<file path="src/rtl/ssf_pkg.sv">
// Shared types for the SSF mapper register-file write path: register window base,
// captured-write record and capture FSM states.
package ssf_pkg;

    localparam logic [23:0] SSF_REG_BASE = 24'hA130F0;

    typedef struct packed {
        logic [2:0]  idx;
        logic [15:0] data;
        logic [1:0]  be;
    } ssf_wr_t;

    typedef enum logic [1:0] {
        IDLE    = 2'd0,
        FILT    = 2'd1,
        COMMIT  = 2'd2,
        RELEASE = 2'd3
    } cap_state_t;

endpackage

</file>
<file path="src/rtl/ssf_wr_fifo.sv">
// Small synchronous FIFO of captured register writes, clocked on the falling edge.
// Head entry is read straight out of the storage registers.
module ssf_wr_fifo
    import ssf_pkg::*;
#(
    parameter int unsigned DEPTH = 4
) (
    input  logic    clk,
    input  logic    rst,
    input  logic    push,
    input  ssf_wr_t push_data,
    input  logic    pop,
    output ssf_wr_t head,
    output logic    push_accept,
    output logic    full,
    output logic    empty
);

    localparam int unsigned AW = (DEPTH > 1) ? $clog2(DEPTH) : 1;

    logic [AW:0] wr_ptr;
    logic [AW:0] rd_ptr;
    ssf_wr_t     mem [DEPTH];
    logic        pop_ok;

    assign empty = (wr_ptr == rd_ptr);
    assign full  = (wr_ptr[AW] != rd_ptr[AW]) && (wr_ptr[AW-1:0] == rd_ptr[AW-1:0]);

    // A pop in the same cycle frees the slot, so a full FIFO still accepts a push.
    assign pop_ok      = pop & ~empty;
    assign push_accept = push & (~full | pop_ok);

    assign head = mem[rd_ptr[AW-1:0]];

    always_ff @(negedge clk or negedge rst) begin
        if (!rst) begin
            wr_ptr <= '0;
            rd_ptr <= '0;
            for (int i = 0; i < int'(DEPTH); i++) begin
                mem[i] <= '0;
            end
        end else begin
            if (push_accept) begin
                mem[wr_ptr[AW-1:0]] <= push_data;
                wr_ptr              <= wr_ptr + 1'b1;
            end
            if (pop_ok) begin
                rd_ptr <= rd_ptr + 1'b1;
            end
        end
    end

endmodule

</file>
<file path="src/rtl/ssf_wr_capture.sv">
// Captures 68k writes to the /TIME register window, filters the strobe on clk50 and
// queues them for the register logic. Optional counters: SSF_WR_CAPTURE_STATS_EN.
module ssf_wr_capture
    import ssf_pkg::*;
#(
    parameter logic [23:0] BASE_ADDR  = SSF_REG_BASE,
    parameter int unsigned FILT_LEN   = 3,
    parameter int unsigned FIFO_DEPTH = 4
) (
    input  logic        clk50,
    input  logic        rst,
    input  logic        as,
    input  logic        we_lo,
    input  logic        we_hi,
    input  logic [23:1] addr,
    input  logic [15:0] data_in,
    output logic        wr_valid,
    input  logic        wr_ready,
    output logic [2:0]  wr_idx,
    output logic [15:0] wr_data,
    output logic [1:0]  wr_be,
    output logic        ovf,
    input  logic        ovf_clr,
`ifdef SSF_WR_CAPTURE_STATS_EN
    output logic [7:0]  drop_cnt,
    output logic [15:0] wr_cnt,
`endif
    output cap_state_t  dbg_state
);

    localparam logic [2:0] FILT_LEN_W = 3'(FILT_LEN);

    logic       hit;
    logic       hit_meta;
    logic       hit_s;
    cap_state_t state;
    cap_state_t state_nxt;
    logic [2:0] cnt;
    logic [2:0] cnt_nxt;
    logic       commit;
    logic       pop_fire;
    logic       push_accept;
    logic       fifo_full;
    logic       fifo_empty;
    logic       drop;
    ssf_wr_t    cap_entry;
    ssf_wr_t    head;

    assign hit = ~as & (~we_lo | ~we_hi) & (addr[23:4] == BASE_ADDR[23:4]);

    always_ff @(negedge clk50 or negedge rst) begin
        if (!rst) begin
            hit_meta <= 1'b0;
            hit_s    <= 1'b0;
        end else begin
            hit_meta <= hit;
            hit_s    <= hit_meta;
        end
    end

    always_ff @(negedge clk50 or negedge rst) begin
        if (!rst) begin
            state <= IDLE;
            cnt   <= '0;
        end else begin
            state <= state_nxt;
            cnt   <= cnt_nxt;
        end
    end

    // cnt counts qualifying samples in FILT and consecutive idle samples in RELEASE.
    always_comb begin
        state_nxt = state;
        cnt_nxt   = cnt;
        case (state)
            IDLE: begin
                if (hit_s) begin
                    cnt_nxt   = 3'd1;
                    state_nxt = (FILT_LEN == 1) ? COMMIT : FILT;
                end
            end
            FILT: begin
                if (!hit_s) begin
                    state_nxt = IDLE;
                    cnt_nxt   = '0;
                end else begin
                    cnt_nxt = cnt + 3'd1;
                    if (cnt + 3'd1 == FILT_LEN_W) begin
                        state_nxt = COMMIT;
                    end
                end
            end
            COMMIT: begin
                state_nxt = RELEASE;
                cnt_nxt   = '0;
            end
            RELEASE: begin
                if (hit_s) begin
                    cnt_nxt = '0;
                end else if (cnt == 3'd1) begin
                    state_nxt = IDLE;
                    cnt_nxt   = '0;
                end else begin
                    cnt_nxt = 3'd1;
                end
            end
            default: begin
                state_nxt = IDLE;
                cnt_nxt   = '0;
            end
        endcase
    end

    always_comb begin
        commit    = (state == COMMIT);
        dbg_state = state;
    end

    // Handshake: the head entry transfers on a falling edge where wr_valid & wr_ready;
    // while wr_valid is high and wr_ready low the head fields hold steady.
    assign pop_fire = wr_valid & wr_ready;

    assign cap_entry.idx  = addr[3:1];
    assign cap_entry.data = data_in;
    assign cap_entry.be   = {~we_hi, ~we_lo};

    ssf_wr_fifo #(
        .DEPTH (FIFO_DEPTH)
    ) u_fifo (
        .clk         (clk50),
        .rst         (rst),
        .push        (commit),
        .push_data   (cap_entry),
        .pop         (pop_fire),
        .head        (head),
        .push_accept (push_accept),
        .full        (fifo_full),
        .empty       (fifo_empty)
    );

    assign drop     = commit & ~push_accept;
    assign wr_valid = ~fifo_empty;
    assign wr_idx   = head.idx;
    assign wr_data  = head.data;
    assign wr_be    = head.be;

    always_ff @(negedge clk50 or negedge rst) begin
        if (!rst) begin
            ovf <= 1'b0;
        end else if (drop) begin
            ovf <= 1'b1;
        end else if (ovf_clr) begin
            ovf <= 1'b0;
        end
    end

`ifdef SSF_WR_CAPTURE_STATS_EN
    always_ff @(negedge clk50 or negedge rst) begin
        if (!rst) begin
            drop_cnt <= '0;
            wr_cnt   <= '0;
        end else begin
            if (ovf_clr) begin
                drop_cnt <= drop ? 8'd1 : 8'd0;
            end else if (drop && drop_cnt != 8'hFF) begin
                drop_cnt <= drop_cnt + 8'd1;
            end
            if (commit && push_accept) begin
                wr_cnt <= wr_cnt + 16'd1;
            end
        end
    end
`endif

endmodule

</file>
<file path="config.mk">
export PLATFORM = sky130hd
export DESIGN_NAME = ssf_wr_capture
export DESIGN_NICKNAME = d
export VERILOG_FILES = /design/src/rtl/ssf_pkg.sv /design/src/rtl/ssf_wr_fifo.sv /design/src/rtl/ssf_wr_capture.sv
export SDC_FILE = /design/constraint.sdc
export NUM_CORES = 1
export LEC_CHECK = 0
export BUFFER_PORTS_ARGS = -buffer_cell sky130_fd_sc_hd__buf_2
export CORE_ASPECT_RATIO = 0.75
export CORE_MARGIN = 3
export CORE_UTILIZATION = 55
export CTS_CLUSTER_SIZE = 8
export DETAILED_ROUTE_END_ITERATION = 10
export PLACE_DENSITY = 0.87
export SETUP_SLACK_MARGIN = 0.3
export SYNTH_ARGS = -nofsm -noshare
export SYNTH_HDL_FRONTEND = slang
export SYNTH_SLANG_ARGS = --single-unit
</file>
<file path="constraint.sdc">
create_clock -name clk50 -period 2.5 [get_ports clk50]
set_input_delay 0.25 -clock clk50 [delete_from_list [all_inputs] [get_ports clk50]]
set_output_delay 0.25 -clock clk50 [all_outputs]
set_load 0.02 [all_outputs]
</file>
==> results.sh <==
export IMPL_die_height_um=87.6
export IMPL_die_x_um=115
export IMPL_clk_pin_slew_worst_paths_ns=0.05
export IMPL_synth_xor_xnor_area_share_pct=2.13
export IMPL_path_class="register to primary output"
export IMPL_synth_adder_area_share_pct=2.05
export IMPL_routed_wl_um=10900
export IMPL_setup_viol=22
export IMPL_p_sw_share_pct=21.2
export IMPL_rrSetupSlack_ns=0.16
export IMPL_final_layout_size_suffix_gt1_share_pct=59.8
export IMPL_worstMarginPinSlew_ns=0.356
export IMPL_run_status="finished with violations"
export IMPL_grt_usage_pct=22.6
export IMPL_crit_path_end_kind="primary output"
export IMPL_drc=0
export IMPL_drtPass1Iterations=5
export IMPL_cts_tree="built"
export IMPL_ys_flop_type="dfrtn_1"
export IMPL_vias_per_cell=5.62
export IMPL_n_antenna_cell=0
export IMPL_vias=2986
export IMPL_grt_setup_unrepaired="yes"
export IMPL_initial_utilization_pct=57.2
export IMPL_final_setup_worst_slack_ns=-0.791
export IMPL_synth_top_family_by_area="multiplexers"
export IMPL_vdd_drop_max_uv=436
export IMPL_finalHoldViolCount=0
export IMPL_switchingPower_mw=0.638
export IMPL_clockPowerShare_pct=43.3
export IMPL_htree_levels=3
export IMPL_relSlewSlack_pct=76.2
export IMPL_p_int_mw=2.36
export IMPL_setup_tns_ns=-16.86
export IMPL_design_area_mm2=0.00648
export IMPL_clock_path_buffers=2
export IMPL_grt_first_pass_wirelength_um=17200
export IMPL_multi_input_area_mm2=0.00234
export IMPL_synth_area_top_cells="dfrtn_1 (50%), mux2_4 (20%), mux4_2 (9.7%)"
export IMPL_synth_top_area_share_pct=50.3
export IMPL_violations="setup timing"
export IMPL_ff_latch_area_mm2=0.00245
export IMPL_final_common_cell="dfrtn_1"
export IMPL_arrival_ns=3.04
export IMPL_syn_nets=349
export IMPL_synthMuxAreaShare_pct=34.6
export IMPL_required_ns=2.25
export IMPL_synth_largest_area_cell="dfrtn_1"
export IMPL_syn_area_per_cell_um2=16.5
export IMPL_grt_overflow=0
export IMPL_insertion_delay_ns=0.35
export IMPL_cpPeakStageDelay_ns=0.55
export IMPL_crit_top_cell="buf_6"
export IMPL_seqPwrFrac_pct=53.1
export IMPL_yosysSeqAreaShare_pct=50.3
export IMPL_ctsHoldBuffers=0
export IMPL_path_cells="buf_6 > mux4_2 > buf_6"
export IMPL_gp_congestion=0.772
export IMPL_drv_slew=0
export IMPL_syn_area_mm2=0.00488
export IMPL_syn_to_final_growth_pct=32.9
export IMPL_finalCoreUtilization_pct=76.0
export IMPL_slowest_stage="dfrtn_1"
export IMPL_dieArea_mm2=0.0100
export IMPL_cp_start_kind="register"
export IMPL_cts_made_buffers=9
export IMPL_ys_types=39
export IMPL_async_flop_share_pct=100
export IMPL_total_power_mw=3.00
export IMPL_leakage_nw=3.42
export IMPL_clock_sinks=98
export IMPL_port_buffers=70
export IMPL_syn_instance_count=295
export IMPL_comb_power_share_pct=3.6
export IMPL_postRouteAntennaNets=0
export IMPL_dpl_cell_area_mm2=0.00563
export IMPL_ys_ff_latch=98
export IMPL_cts_root_buf="clkbuf_16"
export IMPL_wl_per_cell_um=20.5
export IMPL_rows=29
export IMPL_drt_iter0_drc=140
export IMPL_grt_start_max_net_pins=43
export IMPL_hpwl_um=7150
export IMPL_drv_cap=0
export IMPL_synth_compound_area_share_pct=3.87
export IMPL_critPathMaxFanout=7
export IMPL_core_area_mm2=0.00853
export IMPL_antenna_found_initial=0
export IMPL_fin_skew_ns=0.00465
export IMPL_synth_edff_count=0
export IMPL_hp_class="register to register"
export IMPL_synth_simple_area_share_pct=3.44
export IMPL_n_fill_cell=495
export IMPL_nets=472
export IMPL_yosys_warnings=0
export IMPL_p_per_area_mw_per_mm2=463
export IMPL_pin_count=71
export IMPL_grt_pass1_vias=3335
export IMPL_final_cell_mix="dfrtn_1 (98), mux2_4 (77), buf_2 (45)"
-- area by class of cell --
cell class / count / share of cell area [%]
well taps: 108 / 2.09
flip-flops and latches: 98 / 37.8
inverters: 15 / 0.869
clock inverters: 4 / 0.405
repair buffers: 127 / 18.7
multi-input cells: 167 / 36.2
clock buffers: 12 / 3.96
-- critical path: cells and delay by family (launching register included) --
family	cells	cell delay (ns)
flip-flops	1	0.55
multiplexers	1	0.54
buffers and inverters	2	0.35
-- power by group through the flow --
stage	combinational, mW	sequential (mW)	clock [mW]
4_1_cts	0.109	1.59	1.33
3_3_place_gp	0.0978	1.62	0
5_1_grt	0.120	1.59	1.40
3_5_place_dp	0.104	1.62	0
2_1_floorplan	0.0139	1.62	0
6_report	0.107	1.59	1.30
-- per-stage QoR --
stage          cells  setup WS [ns]  hold slack (ns)
6_report         531         -0.791            0.301
3_3_place_gp     490         -0.392            0.294
5_1_grt          531         -0.836            0.307
2_1_floorplan    295         -0.292            0.292
4_1_cts          516         -0.782            0.305
3_5_place_dp     490         -0.416            0.305
-- cells by family after synthesis --
logic type                 count (synthesis)
muxes                                    108
DFF                                       98
buffers and inverters                     30
and+or+nand+nor                           28
AOI/OAI and AO/OA                         15
xor gates and xnor gates                   8
adders and majority gates                  8
-- final timing paths --
check                                             start                          to  depth (start not counted)
min                                  hit_meta$_DFF_NN0_             hit_s$_DFF_NN0_                          0
max in group asynchronous                           rst  u_fifo.mem[77]$_DFFE_NN0P_                          2
min reg2reg                          hit_meta$_DFF_NN0_             hit_s$_DFF_NN0_                          0
max reg2reg                u_fifo.rd_ptr[0]$_DFFE_NN0P_  u_fifo.mem[80]$_DFFE_NN0P_                          9
min in group asynchronous                           rst  u_fifo.mem[65]$_DFFE_NN0P_                          1
max                        u_fifo.rd_ptr[0]$_DFFE_NN0P_                   wr_idx[0]                          3
-- sequential cells by signal (all words and copies together) (netlist names), named ones only --
register / flops
cnt: 3
dbg_state: 1
hit_meta: 1
hit_s: 1
ovf: 1
u_fifo.mem: 84
u_fifo.rd_ptr: 3
u_fifo.wr_ptr: 3
-- synthesized netlist by cell type, types with 3 or more instances --
cell      instances
mux2_4           65
buf_6             8
ha_1              8
o41ai_4           4
nand2_1           7
clkbuf_1          3
mux2i_1           9
mux2_1            6
mux2_2            7
dfrtn_1          98
nor2_1            3
inv_1            15
o31ai_1           3
and3b_1           4
xnor2_1           4
mux4_2           21
-- what timing repair did --
item                       CTS  global route
setup buffers                8            11
setup endpoints to repair  105           105
cloned                       2             4
resized for setup           72            20
pin swaps                    1             2
hold endpoints to repair     0             0
-- per-layer routing --
layer / up-vias / wire length, µm / global-route usage, %
met5: - / 0 / 0
met4: 0 / 259 / 7.25
met3: 22 / 513 / 5.66
met2: 85 / 5370 / 38.1
met1: 1555 / 4740 / 29.1
li1: 1324 / - / -
(Power assumes the default switching activity.)
